===== src/rtl/video_timing_gen.sv =====
// Raster timing generator: pixel/line counters, sync and blanking decodes,
// frame counter and audio band registers. Define FRAME_LATCH_EN to latch bands once per frame.
module video_timing_gen #(
  parameter int ACTIVE_H = 1280,
  parameter int H_FP     = 110,
  parameter int H_SYNC   = 40,
  parameter int H_BP     = 220,
  parameter int ACTIVE_V = 720,
  parameter int V_FP     = 5,
  parameter int V_SYNC   = 5,
  parameter int V_BP     = 20,
  parameter int FPS      = 60
) (
  input  logic        pixel_clk,
  input  logic        rst,
  input  logic [31:0] low_in,
  input  logic [31:0] middle_in,
  input  logic [31:0] high_in,
  output logic [10:0] h_count,
  output logic [9:0]  v_count,
  output logic        hor_sync,
  output logic        vert_sync,
  output logic        active_draw,
  output logic        new_frame,
  output logic [5:0]  frame_count,
  output logic [31:0] low_out,
  output logic [31:0] middle_out,
  output logic [31:0] high_out
);

  // All decodes compare at 16 bits so parameter sums never truncate.
  localparam logic [15:0] H_ACT   = 16'(ACTIVE_H);
  localparam logic [15:0] HS_BEG  = 16'(ACTIVE_H + H_FP);
  localparam logic [15:0] HS_END  = 16'(ACTIVE_H + H_FP + H_SYNC);
  localparam logic [15:0] H_LAST  = 16'(ACTIVE_H + H_FP + H_SYNC + H_BP - 1);
  localparam logic [15:0] V_ACT   = 16'(ACTIVE_V);
  localparam logic [15:0] VS_BEG  = 16'(ACTIVE_V + V_FP);
  localparam logic [15:0] VS_END  = 16'(ACTIVE_V + V_FP + V_SYNC);
  localparam logic [15:0] V_LAST  = 16'(ACTIVE_V + V_FP + V_SYNC + V_BP - 1);
  localparam logic [15:0] F_LAST  = 16'(FPS - 1);

  logic [15:0] h_ext;
  logic [15:0] v_ext;
  logic [15:0] f_ext;

  assign h_ext = {5'd0, h_count};
  assign v_ext = {6'd0, v_count};
  assign f_ext = {10'd0, frame_count};

  assign hor_sync    = (h_ext >= HS_BEG) && (h_ext < HS_END);
  assign vert_sync   = (v_ext >= VS_BEG) && (v_ext < VS_END);
  assign active_draw = (h_ext < H_ACT) && (v_ext < V_ACT);
  assign new_frame   = (h_ext == H_ACT) && (v_ext == V_ACT);

  // NOTE: sequential state uses non-blocking assignments so every register
  // samples pre-edge values; blocking here would create ordering races.
  always_ff @(posedge pixel_clk) begin
    if (rst) begin
      h_count     <= '0;
      v_count     <= '0;
      frame_count <= '0;
    end else begin
      if (h_ext == H_LAST) begin
        h_count <= '0;
        v_count <= (v_ext == V_LAST) ? 10'd0 : v_count + 10'd1;
      end else begin
        h_count <= h_count + 11'd1;
      end
      if (new_frame)
        frame_count <= (f_ext == F_LAST) ? 6'd0 : frame_count + 6'd1;
    end
  end

`ifdef FRAME_LATCH_EN
  // Bands only change at the start of vertical blanking, so bars never tear.
  always_ff @(posedge pixel_clk) begin
    if (rst) begin
      low_out    <= '0;
      middle_out <= '0;
      high_out   <= '0;
    end else if (new_frame) begin
      low_out    <= low_in;
      middle_out <= middle_in;
      high_out   <= high_in;
    end
  end
`else
  always_ff @(posedge pixel_clk) begin
    if (rst) begin
      low_out    <= '0;
      middle_out <= '0;
      high_out   <= '0;
    end else begin
      low_out    <= low_in;
      middle_out <= middle_in;
      high_out   <= high_in;
    end
  end
`endif

endmodule

===== config.mk =====
export PLATFORM = sky130hd
export DESIGN_NAME = video_timing_gen
export DESIGN_NICKNAME = d
export VERILOG_FILES = /design/src/rtl/video_timing_gen.sv
export SDC_FILE = /design/constraint.sdc
export NUM_CORES = 1
export LEC_CHECK = 0
export ABC_AREA = 1
export BUFFER_PORTS_ARGS = -buffer_cell sky130_fd_sc_hd__buf_2
export CAP_MARGIN = 20
export CORE_MARGIN = 2
export CORE_UTILIZATION = 45
export DETAILED_ROUTE_END_ITERATION = 7
export GPL_TIMING_DRIVEN = 0
export HOLD_SLACK_MARGIN = 0.05
export PLACE_DENSITY_LB_ADDON = 0.2
export SYNTH_ARGS = -nofsm -noshare
export SYNTH_HDL_FRONTEND = slang
export SYNTH_SLANG_ARGS = --single-unit

===== constraint.sdc =====
create_clock -name pixel_clk -period 1.65 [get_ports pixel_clk]
set_input_delay 0.33 -clock pixel_clk [delete_from_list [all_inputs] [get_ports pixel_clk]]
set_output_delay 0.33 -clock pixel_clk [all_outputs]
set_load 0.02 [all_outputs]

==> results of run 1 <==
==> power breakdown <==
group | switching, mW | internal (mW)
clock | 1.41 | 1.88
sequential | 0.0446 | 3.08
combinational | 0.467 | 0.390
total | 1.92 | 5.35
==> what timing repair did <==
action                                 CTS  global route
gates resized for setup                 56            38
hold buffers                            96             0
pin swaps                                5            12
endpoints found under the hold margin   96             0
setup endpoints to repair                5             8
buffers inserted                         6            13
==> tightest hold or removal path, cell delays in order <==
cell and delay, ps:
buf_2 120, inv_1 90, o21ai_0 80, nor2_1 40
==> per-layer routing <==
layer	vias up	wire length, microns
met3	63	1080
met4	0	805
li1	2426	-
met2	223	8400
met1	2321	5830
met5	-	0
==> placed cells by master (no fill, tap or decap), types with 3 or more instances in the layout <==
master         instances
nand2_2                5
inv_2                  4
a21oi_1               16
clkbuf_1              11
clkinvlp_4             7
dfxtp_1              102
nor2_1               126
inv_4                  5
nand4_1                9
nor2_2                 4
ha_1                   5
nor2_4                 7
dfxtp_2                8
inv_6                  3
buf_4                 23
dlygate4sd3_1         96
buf_6                  4
clkbuf_16             16
nand3_2                3
a21oi_2                4
dfxtp_4               13
o21ai_0                6
nand3_1               17
nor3_1                 6
nand2_1               77
buf_2                220
inv_1                129
==> kinds of logic after synthesis <==
family | count (synthesis) | share of synthesized area
AOI/OAI and AO/OA | 32 | 0.0389
xor gates and xnor gates | 2 | 0.00395
adders and majority gates | 7 | 0.0197
buffers and inverters | 154 | 0.133
DFF | 123 | 0.555
and+or+nand+nor | 264 | 0.250
==> final cells by class <==
cell class,count,area [sq um],share of cell area
Clock buffer,18,428,0.0562
Sequential cell,123,2520,0.331
Buffer,15,82.6,0.0108
Timing Repair Buffer,339,2240,0.294
Multi-Input combinational cell,305,1550,0.203
Clock inverter,13,97.6,0.0128
Inverter,139,539,0.0708
Tap cell,133,166,0.0218
==> final timing paths <==
kind / start / endpoint / cells after the start
max: v_count[1]$_SDFFE_PP0N_ / vert_sync / 7
min: rst / frame_count[0]$_SDFFE_PP0P_ / 4
max reg2reg: v_count[1]$_SDFFE_PP0N_ / v_count[3]$_SDFFE_PP0N_ / 11
min reg2reg: h_count[0]$_SDFF_PP0_ / h_count[0]$_SDFF_PP0_ / 1
==> flip-flops by register name (all words and copies together), names as in the netlist <==
| name | cells |
|---|---|
| low_out | 32 |
| v_count | 10 |
| high_out | 32 |
| h_count | 11 |
| frame_count | 6 |
| middle_out | 32 |
==> impl_metrics.tcl, run 1 <==
set metrics [dict create \
    outcome "finished, violations left" \
    violations "setup timing" \
    synth_top_cells_by_area "dfxtp_1 55%, inv_1 12%, nor2_1 11%" \
    wl_per_cell_microns 14.9 \
    dpl_worst_slack_ps 5.22 \
    synthTopCellsByCount "138 x inv_1, 132 x nor2_1, 123 x dfxtp_1, 81 x nand2_1, 20 x a21oi_1" \
    cts_made_buffers 17 \
    met1_usage 0.320 \
    netlist_instances 582 \
    use_met2 0.513 \
    min_path_type "in -> reg" \
    critPathTopFamily "flip-flops" \
    fin_util 0.787 \
    top_usage_layer "met2" \
    clkSinkCount 123 \
    vias_per_cell 4.64 \
    period_minus_slack_ps 2000 \
    hold-worst-slack_ps 190 \
    cp.arrival_ps 1670 \
    synth_area_sq_mm 0.00444 \
    drt_pass1_iterations 4 \
    fillers 573 \
    clk_path_buf_depth 2 \
    fin_total_pwr_mw 7.27 \
    grt_max_degree 17 \
    overflow 0 \
    clock_latency_ps 520 \
    pwr_density_cell_mw_per_mm2 954 \
    setup_tns_ps -1160 \
    cts-root-buf "clkbuf_8" \
    drv_slew 0 \
    place.gp.congestion 0.874 \
    area_delta_synth_final_pct 71.6 \
    die_h_microns 103 \
    dieArea_sq_mm 0.0107 \
    crit_path_end_kind "output pin" \
    max_stage_delay_ps 360 \
    drt_wl_total_microns 16100 \
    cts_tree "done" \
    ys.flop_type "dfxtp_1" \
    place_area_sq_mm 0.00574 \
    finalInstanceArea_sq_mm 0.00762 \
    fin_crit_sh 1.21 \
    htreeDepth 4 \
    irDropWorstVdd_v 0.000686 \
    synth_top_area_cell "dfxtp_1" \
    slowest_stage "dfxtp_4" \
    worstPathRequired_ps 1320 \
    antenna_found_initial 0 \
    crit_chain "inv_6 -> ha_4 -> inv_4 -> nand2_2 -> a21oi_2 -> nor4_2 -> buf_4" \
    setup_viol 4 \
    ys_seq_area_frac 0.555 \
    grt_pass1_wl_microns 24000 \
    avgSynthCellArea_sq_um 7.63 \
    fin_nets 1045 \
    worstSetupPathType "reg -> out" \
    first_iter_violations 179 \
    drc_errors 0 \
    antenna_left 0 \
    use_met3 0.108 \
    port_buffers 224 \
    grt_use_total 0.299 \
    synth_edf_count 0 \
    cp_max_fo 4 \
    hold_viol 0 \
    rsz0062_at_grt "true" \
    grt_pass1_vias 4911 \
    yosysWarningCount 0 \
    dieWidth_microns 103 \
    worst_pin_slew_ps 519 \
    cp-start-kind "flip-flop" \
    p_leak_nw 4.03 \
    vias 5033 \
    ys_ff_latch 123 \
    timing.fmax_mhz 500 \
    fin_cells 1085 \
    yosysMostFrequentCell "inv_1" \
    rows 36 \
    timing.reg2reg.setup_slack_ps 90 \
    synth_top_area_share 0.555 \
    async_flop_share 0 \
    start_util 0.459 \
    ys_types 30 \
    hpwlAfterDp_microns 8950 \
    boundaryPins 225 \
    antenna_cells 0 \
    path_buf_inv 3 \
    fin_worst_skew_ps 7.74 \
    cap_violations 0 \
    dpl.cell_count 939 \
    core_area_sq_mm 0.00968 \
    setup_slack_ps -351 \
    drive_gt1_frac 0.364 \
    relSlewSlack 0.654 \
    clkTransAtPathRegs_ps 50 \
    syn-num-nets 687 \
]
(Power assumes the default switching activity.)
==> inputs of run 2 (changes only) <==
- ABC_AREA: 1 -> 0
- CORE_UTILIZATION: 45 -> 44
- GPL_TIMING_DRIVEN: 0 -> default
==> impl_metrics.tcl, run 2 <==
set metrics [dict create \
    ys_ff_latch 123 \
    clock_latency_ps 500 \
    fin_worst_skew_ps 15.9 \
    synth_top_cells_by_area "dfxtp_1 61%, nor2b_1 15%, a21oi_1 2.5%" \
    period_minus_slack_ps 2340 \
    drc_errors 0 \
    min_path_type "in -> reg" \
    dieArea_sq_mm 0.00997 \
    hold_viol 0 \
    drive_gt1_frac 0.503 \
    dieWidth_microns 99.9 \
    mostFrequentLayoutCells "218 x buf_2, 108 x dfxtp_1, 97 x nor2b_1, 80 x dlygate4sd3_1, 44 x buf_4" \
    ys.flop_type "dfxtp_1" \
    ys_seq_area_frac 0.609 \
    cp.arrival_ps 2010 \
    vias_per_cell 4.82 \
    ys_types 33 \
    clkTransAtPathRegs_ps 60 \
    r2r_start "h_count[9]$_SDFF_PP0_" \
    die_h_microns 99.9 \
    fillers 468 \
    overflow 0 \
    p_leak_nw 3.47 \
    drt_pass1_iterations 4 \
    place.gp.congestion 0.874 \
    first_iter_violations 114 \
    holdPathEnd "middle_out[18]$_SDFF_PP0_" \
    avgSynthCellArea_sq_um 10.5 \
    relSlewSlack 0.693 \
    drv_slew 0 \
    pwr_density_cell_mw_per_mm2 1030 \
    crit_path_end_kind "output pin" \
    cts_made_buffers 17 \
    worstHoldStart "middle_in[18]" \
    clk_path_buf_depth 2 \
    vias 4207 \
    reg2regPathDepth 4 \
    setup_tns_ps -9420 \
    htreeDepth 4 \
    timing.fmax_mhz 427 \
    cp-start-kind "flip-flop" \
    hold_depth 2 \
    dpl_worst_slack_ps -493 \
    rsz0062_at_grt "true" \
    fin_nets 857 \
    synth_top_area_share 0.609 \
    hpwlAfterDp_microns 8020 \
    wl_per_cell_microns 16.4 \
    worstSetupPathType "reg -> out" \
    dpl.cell_count 744 \
    grt_pass1_wl_microns 20900 \
    drt_wl_total_microns 14300 \
    antenna_left 0 \
    fin_cells 872 \
    irDropWorstVdd_v 0.000821 \
    timing.reg2reg.setup_slack_ps -540 \
    worst_pin_slew_ps 460 \
    core_area_sq_mm 0.00881 \
    worstPathRequired_ps 1320 \
    antenna_found_initial 0 \
    outcome "finished, violations left" \
    async_flop_share 0 \
    start_util 0.459 \
    cp_max_fo 2 \
    cts-root-buf "clkbuf_8" \
    synthTopCellsByCount "123 x dfxtp_1, 97 x nor2b_1, 22 x nor2_1, 20 x a21oi_1" \
    synth_area_sq_mm 0.00404 \
    netlist_instances 385 \
    port_buffers 224 \
    cap_violations 0 \
    grt_max_degree 47 \
    violations "setup timing" \
    fin_crit_sh 1.42 \
    setup_slack_ps -693 \
    rows 34 \
    reg.largest.list "high_out (32), low_out (32), middle_out (32)" \
    cts_tree "done" \
    grt_pass1_vias 4353 \
    synth_top_area_cell "dfxtp_1" \
    clkSinkCount 123 \
    yosysWarningCount 0 \
    hold-worst-slack_ps 59.5 \
    synth_edf_count 0 \
    grt_use_total 0.271 \
    area_delta_synth_final_pct 86.0 \
    layout_commonest_cell "buf_2" \
    syn-num-nets 490 \
    setup_viol 31 \
    antenna_cells 0 \
    boundaryPins 225 \
    yosysMostFrequentCell "dfxtp_1" \
    r2r-end "frame_count[2]$_SDFFE_PP0P_" \
]
==> run 2: per-stage QoR <==
stage,power (mW),area (sq um),util
after floorplan,3.51,4110,-
after CTS,7.73,7280,0.826
after global routing,8.00,7520,0.854
final,7.74,7520,0.854
after global placement,3.78,5600,0.636
after detailed placement,3.79,5600,0.636
==> run 2: worst max path at each step <==
stage                                  from                          end  slack [ps]  depth (start not counted)
floorplan             h_count[9]$_SDFF_PP0_  frame_count[2]$_SDFFE_PP0P_        -550                          5
global placement      h_count[9]$_SDFF_PP0_  frame_count[2]$_SDFFE_PP0P_        -450                          4
detailed placement    h_count[9]$_SDFF_PP0_  frame_count[2]$_SDFFE_PP0P_        -490                          4
CTS                 v_count[3]$_SDFFE_PP0N_                    new_frame        -670                          5
global route        v_count[3]$_SDFFE_PP0N_                    new_frame        -750                          5
finish              v_count[3]$_SDFFE_PP0N_                    new_frame        -690                          5
==> run 2: what timing repair did <==
action,in CTS,in global routing
setup buffers,6,12
hold buffers,78,2
pin swaps,7,16
setup endpoints to repair,31,32
resized for setup,61,39
gates cloned,2,0
endpoints found under the hold margin,78,2
==> run 2: cell families (layout without fill, tap and decap cells) <==
family,count (synthesis),after routing,share of synthesized area
compound gates,39,39,0.0557
xor+xnor,11,11,0.0238
fa+ha+maj,7,7,0.0217
buf+inv,24,401,0.0248
flops,123,123,0.609
simple gates,181,183,0.265
==> run 2: power breakdown <==
part	internal, mW	switching [mW]	leakage [nW]
sequential	3.10	0.0372	1.03
clock	2.46	1.34	0.284
combinational	0.402	0.411	2.16
total	5.96	1.79	3.47
==> run 2: metal layers <==
layer	vias to the layer above	GRT usage	wire, microns
met5	-	0	0
met4	0	0.117	444
met3	36	0.105	1170
met2	197	0.496	7540
met1	1969	0.273	5110
li1	2005	-	-
==> run 2: final cells by class <==
type / instances / area, sq um / area share
Clock buffer: 18 / 418 / 0.0556
Clock inverter: 13 / 194 / 0.0258
Inverter: 7 / 31.3 / 0.00416
Multi-Input combinational cell: 240 / 1780 / 0.237
Sequential cell: 123 / 2490 / 0.331
Tap cell: 108 / 135 / 0.0180
Timing Repair Buffer: 363 / 2470 / 0.329
==> run 2: worst max-delay path: stages (launching register included) <==
cell and delay, ps:
dfxtp_2 310, or4_4 540, buf_6 140, nor4_4 240, and2_4 190, buf_6 110
